`config.mk`:
```
export PLATFORM = sky130hd
export DESIGN_NAME = mem_port_arbiter_flat
export DESIGN_NICKNAME = d
export VERILOG_FILES = /design/src/rtl/mem_port_arbiter_pkg.sv /design/src/rtl/mem_port_arbiter_if.sv /design/src/rtl/mem_port_arbiter_fairness.sv /design/src/rtl/mem_port_arbiter.sv /design/src/flat_wrapper.sv
export SDC_FILE = /design/constraint.sdc
export NUM_CORES = 1
export LEC_CHECK = 0
export ABC_CLOCK_PERIOD_IN_PS = 1500
export CORE_AREA = 8 8 100 102
export DETAILED_ROUTE_END_ITERATION = 7
export DIE_AREA = 0 0 108 110
export GPL_TIMING_DRIVEN = 0
export PLACE_DENSITY = 0.71
export SYNTH_ARGS = -nofsm -noshare
export SYNTH_HDL_FRONTEND = slang
export SYNTH_SLANG_ARGS = --single-unit
export TNS_END_PERCENT = 100
```
`constraint.sdc`:
```
create_clock -name clk -period 1.5 [get_ports clk]
set_clock_uncertainty 0.1 [all_clocks]
set_input_delay 0.3 -clock clk [delete_from_list [all_inputs] [get_ports clk]]
set_output_delay 0.3 -clock clk [all_outputs]
set_load 0.02 [all_outputs]
```
`src/rtl/mem_port_arbiter_pkg.sv`:
```
// Shared types and defaults for the fetch/data SRAM port arbiter.
//   arb_owner_e            : which requester owns the read response of the current cycle
//   DEFAULT_MAX_DATA_BURST : default number of back-to-back data grants allowed while fetch waits
package mem_port_arbiter_pkg;

    typedef enum logic [1:0] {
        OWNER_NONE  = 2'd0,
        OWNER_FETCH = 2'd1,
        OWNER_DATA  = 2'd2
    } arb_owner_e;

    localparam int unsigned DEFAULT_MAX_DATA_BURST = 4;

endpackage

```
`src/rtl/mem_port_arbiter_if.sv`:
```
// Single-port SRAM bus with 1-cycle read latency.
//   master : enable, write_enable, address, write_data, byte_enable out; read_data in
//   slave  : the SRAM side of the same bus
interface MemoryInterfaceSinglePort
    import mem_port_arbiter_pkg::*;
#(
    parameter int unsigned ADDR_WIDTH = 32,
    parameter int unsigned DATA_WIDTH = 32
);
    localparam int unsigned BE_WIDTH = DATA_WIDTH / 8;

    logic                  enable;
    logic                  write_enable;
    logic [ADDR_WIDTH-1:0] address;
    logic [DATA_WIDTH-1:0] write_data;
    logic [BE_WIDTH-1:0]   byte_enable;
    logic [DATA_WIDTH-1:0] read_data;

    modport master (
        output enable, write_enable, address, write_data, byte_enable,
        input  read_data
    );

    modport slave (
        input  enable, write_enable, address, write_data, byte_enable,
        output read_data
    );

endinterface

```
`src/rtl/mem_port_arbiter_fairness.sv`:
```
// Counts consecutive data grants taken while fetch is waiting; saturates at MAX_COUNT.
// Only built when ARB_FAIRNESS_EN is defined.
//   clk, rst  : clock, synchronous active-high reset
//   inc       : a data grant was given while fetch was requesting
//   clr       : fetch was granted or is not requesting
//   saturated : count has reached MAX_COUNT, fetch must win the next contended cycle
`ifdef ARB_FAIRNESS_EN
module arb_fairness_counter
    import mem_port_arbiter_pkg::*;
#(
    parameter int unsigned MAX_COUNT = DEFAULT_MAX_DATA_BURST
) (
    input  logic clk,
    input  logic rst,
    input  logic inc,
    input  logic clr,
    output logic saturated
);
    localparam int unsigned CNT_W = $clog2(MAX_COUNT + 1);

    logic [CNT_W-1:0] count_q;

    // Burst counter; clear wins over increment, holds once saturated.
    always_ff @(posedge clk) begin
        if (rst) begin
            count_q <= '0;
        end else if (clr) begin
            count_q <= '0;
        end else if (inc && !saturated) begin
            count_q <= count_q + CNT_W'(1);
        end
    end

    assign saturated = (count_q == CNT_W'(MAX_COUNT));

endmodule
`endif

```
`src/rtl/mem_port_arbiter.sv`:
```
// Arbitrates a fetch port and a data port onto one single-port SRAM.
// Data has priority; grants are combinational in the request cycle and the
// read response is routed one cycle later by a registered owner tag.
// Optional macro ARB_FAIRNESS_EN: after MAX_DATA_BURST data grants taken while
// fetch waits, fetch wins the next contended cycle.
//   clk, rst                          : clock, synchronous active-high reset
//   f_req/f_addr/f_gnt                : fetch read request, address, grant
//   f_rvalid/f_rdata                  : fetch read response
//   d_req/d_we/d_addr/d_wdata/d_be    : data request, write flag, address, data, byte enables
//   d_gnt/d_rvalid/d_rdata            : data grant and read response
//   sram                              : shared SRAM bus (master side)
module mem_port_arbiter
    import mem_port_arbiter_pkg::*;
#(
    parameter int unsigned ADDR_WIDTH     = 32,
    parameter int unsigned DATA_WIDTH     = 32,
    parameter int unsigned MAX_DATA_BURST = DEFAULT_MAX_DATA_BURST
) (
    input  logic                    clk,
    input  logic                    rst,

    input  logic                    f_req,
    input  logic [ADDR_WIDTH-1:0]   f_addr,
    output logic                    f_gnt,
    output logic                    f_rvalid,
    output logic [DATA_WIDTH-1:0]   f_rdata,

    input  logic                    d_req,
    input  logic                    d_we,
    input  logic [ADDR_WIDTH-1:0]   d_addr,
    input  logic [DATA_WIDTH-1:0]   d_wdata,
    input  logic [DATA_WIDTH/8-1:0] d_be,
    output logic                    d_gnt,
    output logic                    d_rvalid,
    output logic [DATA_WIDTH-1:0]   d_rdata,

    MemoryInterfaceSinglePort.master sram
);
    localparam int unsigned BE_WIDTH = DATA_WIDTH / 8;

    if (MAX_DATA_BURST == 0) begin : g_bad_cfg
        $error("MAX_DATA_BURST must be at least 1");
    end

    arb_owner_e owner_q;
    arb_owner_e owner_d;
    logic       saturated;
    logic       fetch_wins;

`ifdef ARB_FAIRNESS_EN
    arb_fairness_counter #(
        .MAX_COUNT (MAX_DATA_BURST)
    ) u_fairness (
        .clk       (clk),
        .rst       (rst),
        .inc       (d_gnt && f_req),
        .clr       (f_gnt || !f_req),
        .saturated (saturated)
    );
`else
    assign saturated = 1'b0;
`endif

    // Grant selection and SRAM drive; idle bus parks at zero with all byte enables set.
    always_comb begin
        f_gnt             = 1'b0;
        d_gnt             = 1'b0;
        owner_d           = OWNER_NONE;
        sram.enable       = 1'b0;
        sram.write_enable = 1'b0;
        sram.address      = '0;
        sram.write_data   = '0;
        sram.byte_enable  = {BE_WIDTH{1'b1}};

        fetch_wins = f_req && (!d_req || saturated);

        if (!rst) begin
            if (fetch_wins) begin
                f_gnt        = 1'b1;
                owner_d      = OWNER_FETCH;
                sram.enable  = 1'b1;
                sram.address = f_addr;
            end else if (d_req) begin
                d_gnt             = 1'b1;
                owner_d           = d_we ? OWNER_NONE : OWNER_DATA;
                sram.enable       = 1'b1;
                sram.write_enable = d_we;
                sram.address      = d_addr;
                sram.write_data   = d_wdata;
                sram.byte_enable  = d_be;
            end
        end
    end

    // Owner of the read data arriving next cycle.
    always_ff @(posedge clk) begin
        if (rst) begin
            owner_q <= OWNER_NONE;
        end else begin
            owner_q <= owner_d;
        end
    end

    // Gated by rst so a response in flight when reset asserts is dropped.
    assign f_rvalid = !rst && (owner_q == OWNER_FETCH);
    assign d_rvalid = !rst && (owner_q == OWNER_DATA);

    assign f_rdata = sram.read_data;
    assign d_rdata = sram.read_data;

endmodule

```
`src/flat_wrapper.sv`:
```
// flat-port wrapper written by rule: the top's interface ports become plain ports
module mem_port_arbiter_flat import mem_port_arbiter_pkg::*;
#(
    parameter int unsigned ADDR_WIDTH     = 32,
    parameter int unsigned DATA_WIDTH     = 32,
    parameter int unsigned MAX_DATA_BURST = DEFAULT_MAX_DATA_BURST
)
  (clk, rst, f_req, f_addr, f_gnt, f_rvalid, f_rdata, d_req, d_we, d_addr, d_wdata, d_be, d_gnt, d_rvalid, d_rdata, sram_enable, sram_write_enable, sram_address, sram_write_data, sram_byte_enable, sram_read_data);
  MemoryInterfaceSinglePort #(.ADDR_WIDTH(ADDR_WIDTH), .DATA_WIDTH(DATA_WIDTH)) sram_i ();
  input  logic clk;
  input  logic rst;
  input  logic f_req;
  input  logic [ADDR_WIDTH-1:0] f_addr;
  output logic f_gnt;
  output logic f_rvalid;
  output logic [DATA_WIDTH-1:0] f_rdata;
  input  logic d_req;
  input  logic d_we;
  input  logic [ADDR_WIDTH-1:0] d_addr;
  input  logic [DATA_WIDTH-1:0] d_wdata;
  input  logic [DATA_WIDTH/8-1:0] d_be;
  output logic d_gnt;
  output logic d_rvalid;
  output logic [DATA_WIDTH-1:0] d_rdata;
  output wire logic [$bits(sram_i.enable)-1:0] sram_enable;
  output wire logic [$bits(sram_i.write_enable)-1:0] sram_write_enable;
  output wire logic [$bits(sram_i.address)-1:0] sram_address;
  output wire logic [$bits(sram_i.write_data)-1:0] sram_write_data;
  output wire logic [$bits(sram_i.byte_enable)-1:0] sram_byte_enable;
  input wire logic [$bits(sram_i.read_data)-1:0] sram_read_data;
  assign sram_enable = sram_i.enable;
  assign sram_write_enable = sram_i.write_enable;
  assign sram_address = sram_i.address;
  assign sram_write_data = sram_i.write_data;
  assign sram_byte_enable = sram_i.byte_enable;
  assign sram_i.read_data = sram_read_data;
  mem_port_arbiter #(.ADDR_WIDTH(ADDR_WIDTH), .DATA_WIDTH(DATA_WIDTH), .MAX_DATA_BURST(MAX_DATA_BURST)) u_core (.clk(clk), .rst(rst), .f_req(f_req), .f_addr(f_addr), .f_gnt(f_gnt), .f_rvalid(f_rvalid), .f_rdata(f_rdata), .d_req(d_req), .d_we(d_we), .d_addr(d_addr), .d_wdata(d_wdata), .d_be(d_be), .d_gnt(d_gnt), .d_rvalid(d_rvalid), .d_rdata(d_rdata), .sram(sram_i));
endmodule
```
Word-level counts from Yosys, hierarchy flattened
Index checks and enable logic that the tools add are counted.

Register bits: 2. Bits of input ports: 137. Output and inout bits: 138. Logic and storage cells: 33.

Eq/ne operators: 2. Mux-type cells: 22. Bitwise operators: 1. Reductions and logical operators: 6.

Operator list (number): $mux W32 (6); $mux W1 (12); $mux W4 (3); $logic_and A1 B1 Y1 (3); $reduce_or A3 Y1 (1); $eq A2 B1 Y1 const B (1); $eq A2 B2 Y1 const B (1); $logic_not A1 Y1 (2); $mux W2 (1); $not A1 Y1 (1).

Depth between registers and ports, before layout
Word-level depth: 4. Depth in mapped cells: 4. Depth with buffers taken out: 2.

Worst setup path after synthesis
No wires, ideal clock.

Path kind: input to output. Start: in f_req. End: out sram_address[10]. Arrival: 1.037 ns. Data required time: 1.100 ns. Path slack: 0.063 ns. Stages on the path: 3. Path buffers: 2. Path through: buf_2 clkbuf_1 a32o_1.

Word-level cells in the longest chain between the ends: 3.

RTL lines: start, declared (RTL line flat_wrapper.sv:12) `input logic f_req;`; $logic_and A1 B1 Y1 (RTL line mem_port_arbiter.sv:75) `fetch_wins = f_req && (!d_req || saturated);`; $mux W32 (RTL line mem_port_arbiter.sv:78) `if (fetch_wins) begin`; $mux W32 (RTL line mem_port_arbiter.sv:77) `if (!rst) begin`; end, declared (RTL line flat_wrapper.sv:27) `output wire logic [$bits(sram_i.address)-1:0] sram_address;`.

No other way between the ends.

Worst setup path in the final report
Start: in d_req. End: out sram_address[2].

Word-level cells in the longest chain between the ends: 4. Elaborated cells between the ends (all ways): 5. Classes of those cells: mux (3); reduce/logical (2).

RTL lines: start, declared (RTL line flat_wrapper.sv:17) `input logic d_req;`; $logic_not A1 Y1 (RTL line mem_port_arbiter.sv:75); $logic_and A1 B1 Y1 (RTL line mem_port_arbiter.sv:75); $mux W32 (*) (RTL line mem_port_arbiter.sv:78); $mux W32 (*) (RTL line mem_port_arbiter.sv:77).

Every way passes the cells marked *; elsewhere a longest branch is shown, timed or not.

==> flow_metrics.env <==
export IMPL_worstMarginPinSlew_ns=0.247
export IMPL_cts_hold_fix_buffers=0
export IMPL_drtIter0Drc=42
export IMPL_yosys_warnings=0
export IMPL_cts_root_buf="clkbuf_8"
export IMPL_whs_ns=0.444
export IMPL_start_util=0.146
export IMPL_rsz0062_at_grt="true"
export IMPL_violations="negative setup slack"
export IMPL_yosysTopAreaCell="buf_4"
export IMPL_cts_tree="done"
export IMPL_h_tree_depth=1
export IMPL_clockPowerShare=0.133
export IMPL_chipHeight_um=110
export IMPL_p_seq_frac=0.036
export IMPL_rows=34
export IMPL_cts_buffers=3
export IMPL_drive_gt1_frac=0.501
export IMPL_place_area_mm2=0.00378
export IMPL_largestRegisters="u_core.owner_q (2)"
export IMPL_grtUsageTotal=0.154
export IMPL_grt_max_degree=11
export IMPL_hold_path_class="in -> reg"
export IMPL_slew_headroom=0.835
export IMPL_worst_ep_arrival_time_ns=1.17
export IMPL_min_path_cells=4
export IMPL_min_from="d_req"
export IMPL_drv_slew=0
export IMPL_clk_path_buf_depth=2
export IMPL_regMostFlops="u_core.owner_q"
export IMPL_antenna_found_initial=0
export IMPL_ys_ff_latch=2
export IMPL_cap_violations=0
export IMPL_synth_area_leaders="buf_4, a32o_1, and2_1, buf_6, dfxtp_1"
export IMPL_setup_tns_ns=-1.49
export IMPL_final_cell_mix="clkdlybuf4s50_1, buf_4, buf_6, and2_4"
export IMPL_setup_ws_ns=-0.0684
export IMPL_grt_pass1_vias=2454
export IMPL_num_vias=2172
export IMPL_path_clk_slew_ns=0.03
export IMPL_place_ws_ns=-1.16
export IMPL_nets=550
export IMPL_drt_antenna_violating_nets=0
export IMPL_cp_required_ns=1.10
export IMPL_drc=0
export IMPL_synth_fp_nets=296
export IMPL_syn_area_per_cell_um2=7.78
export IMPL_p_sw_mw=0.561
export IMPL_drt_first_pass_iters=4
export IMPL_die_area_mm2=0.0119
export IMPL_drt_wl_total_um=10300
export IMPL_p_sw_frac=0.352
export IMPL_end_kind="output port"
export IMPL_numClockSinks=2
export IMPL_syn_cell_area_mm2=0.00124
export IMPL_internal_power_mw=1.03
export IMPL_clock_fmax_ghz=0.638
export IMPL_path_class="in -> out"
export IMPL_pwr_share_comb=0.831
export IMPL_num_io_pins=275
export IMPL_hold_end="u_core.owner_q[0]$_SDFF_PP0_"
export IMPL_core_mm2=0.00847
export IMPL_grt_first_pass_wirelength_um=14100
export IMPL_setup_viol=58
export IMPL_antenna_cells=0
export IMPL_vdd_drop_max_uv=221
export IMPL_ys_seq_area_frac=0.0324
export IMPL_outcome="finished with violations"
export IMPL_p_per_area_mw_per_mm2=384
export IMPL_period_share=1.05
export IMPL_p_leak_nw=1.91
export IMPL_io_buffers=241
export IMPL_final_common_cell="clkdlybuf4s50_1"
export IMPL_die_width_um=108
export IMPL_netlist_instances=159
export IMPL_worstPathMaxFanout=6
export IMPL_period_minus_slack_ns=1.57
export IMPL_ys_types=12
export IMPL_gp_congestion=0.813
export IMPL_syn_to_final_growth_pct=236
export IMPL_synth_top_cell_area_share=0.406
export IMPL_largest_reg_flops=2
export IMPL_design_area_mm2=0.00415
export IMPL_wl_per_cell_um=19.9
export IMPL_avgViaCountPerCell=4.18
export IMPL_dp_hpwl_um=8720
export IMPL_finalHoldViolations=0
export IMPL_overflow=0
export IMPL_critPathLaunchType="input port"
-- routing by layer --
metal	global-route usage	up-vias	part of all wire
li1	-	1008	-
met1	0.139	991	0.31
met2	0.288	167	0.52
met3	0.0965	6	0.16
met4	0.0287	0	0.0092
met5	0	-	0
-- repair_timing --
action	4_1_cts	5_1_grt
setup buffers	5	0
setup endpoints to repair	75	68
cloned	4	1
pin swaps	10	14
gates resized for setup	458	51
-- worst max-delay path by stage --
stage	from	to	slack (ns)
after floorplan	f_req	sram_address[10]	0.06
after global placement	rst	sram_address[4]	-1.15
after detailed placement	rst	sram_address[10]	-1.16
after CTS	d_req	sram_address[2]	-0.08
after global routing	d_req	sram_address[1]	-0.1
final	d_req	sram_address[2]	-0.07
-- synthesized netlist by cell type --
library cell  instances
nor2b_1               2
buf_2                 5
dfxtp_1               2
nor2_1                2
and2_1               35
a32o_1               32
nand2b_1              4
buf_6                 5
buf_4                67
nor3b_1               2
nor2_2                1
clkbuf_1              2
-- worst max-delay path, cell delays in order --
cell and delay (ns):
buf_8 0.10, nor2b_4 0.13, buf_12 0.14, buf_8 0.12, a32o_2 0.22, buf_6 0.14
-- through the flow --
stage / cells / power, mW / util
floorplan: 159 / 0.582 / -
global placement: 508 / 1.26 / 0.447
detailed placement: 508 / 1.27 / 0.447
CTS: 518 / 1.57 / 0.472
global route: 519 / 1.67 / 0.491
finish: 519 / 1.59 / 0.491
-- power by group through the flow --
stage               Sequential, mW  Clock (mW)  Combinational [mW]
finish                      0.0570       0.212                1.32
global route                0.0574       0.217                1.39
CTS                         0.0568       0.218                1.29
detailed placement          0.0575           0                1.21
global placement            0.0572           0                1.20
floorplan                   0.0571           0               0.525
-- logic make-up (layout without fill, tap and decap cells) --
| group | count (synthesis) | count (layout) | share of synthesized area |
|---|---|---|---|
| and+or+nand+nor | 46 | 46 | 0.231 |
| buffers and inverters | 79 | 331 | 0.478 |
| AOI/OAI and AO/OA | 32 | 32 | 0.259 |
| DFF | 2 | 2 | 0.0324 |
-- layout make-up --
type | count | area [um2]
fill | 815 | 4310
buffer | 77 | 631
timing repair buffer | 251 | 2610
tap | 108 | 135
clock buffer | 3 | 41.3
multi-input combinational | 78 | 696
sequential | 2 | 40.0
Note: power is estimated with default switching activity, not from simulation.
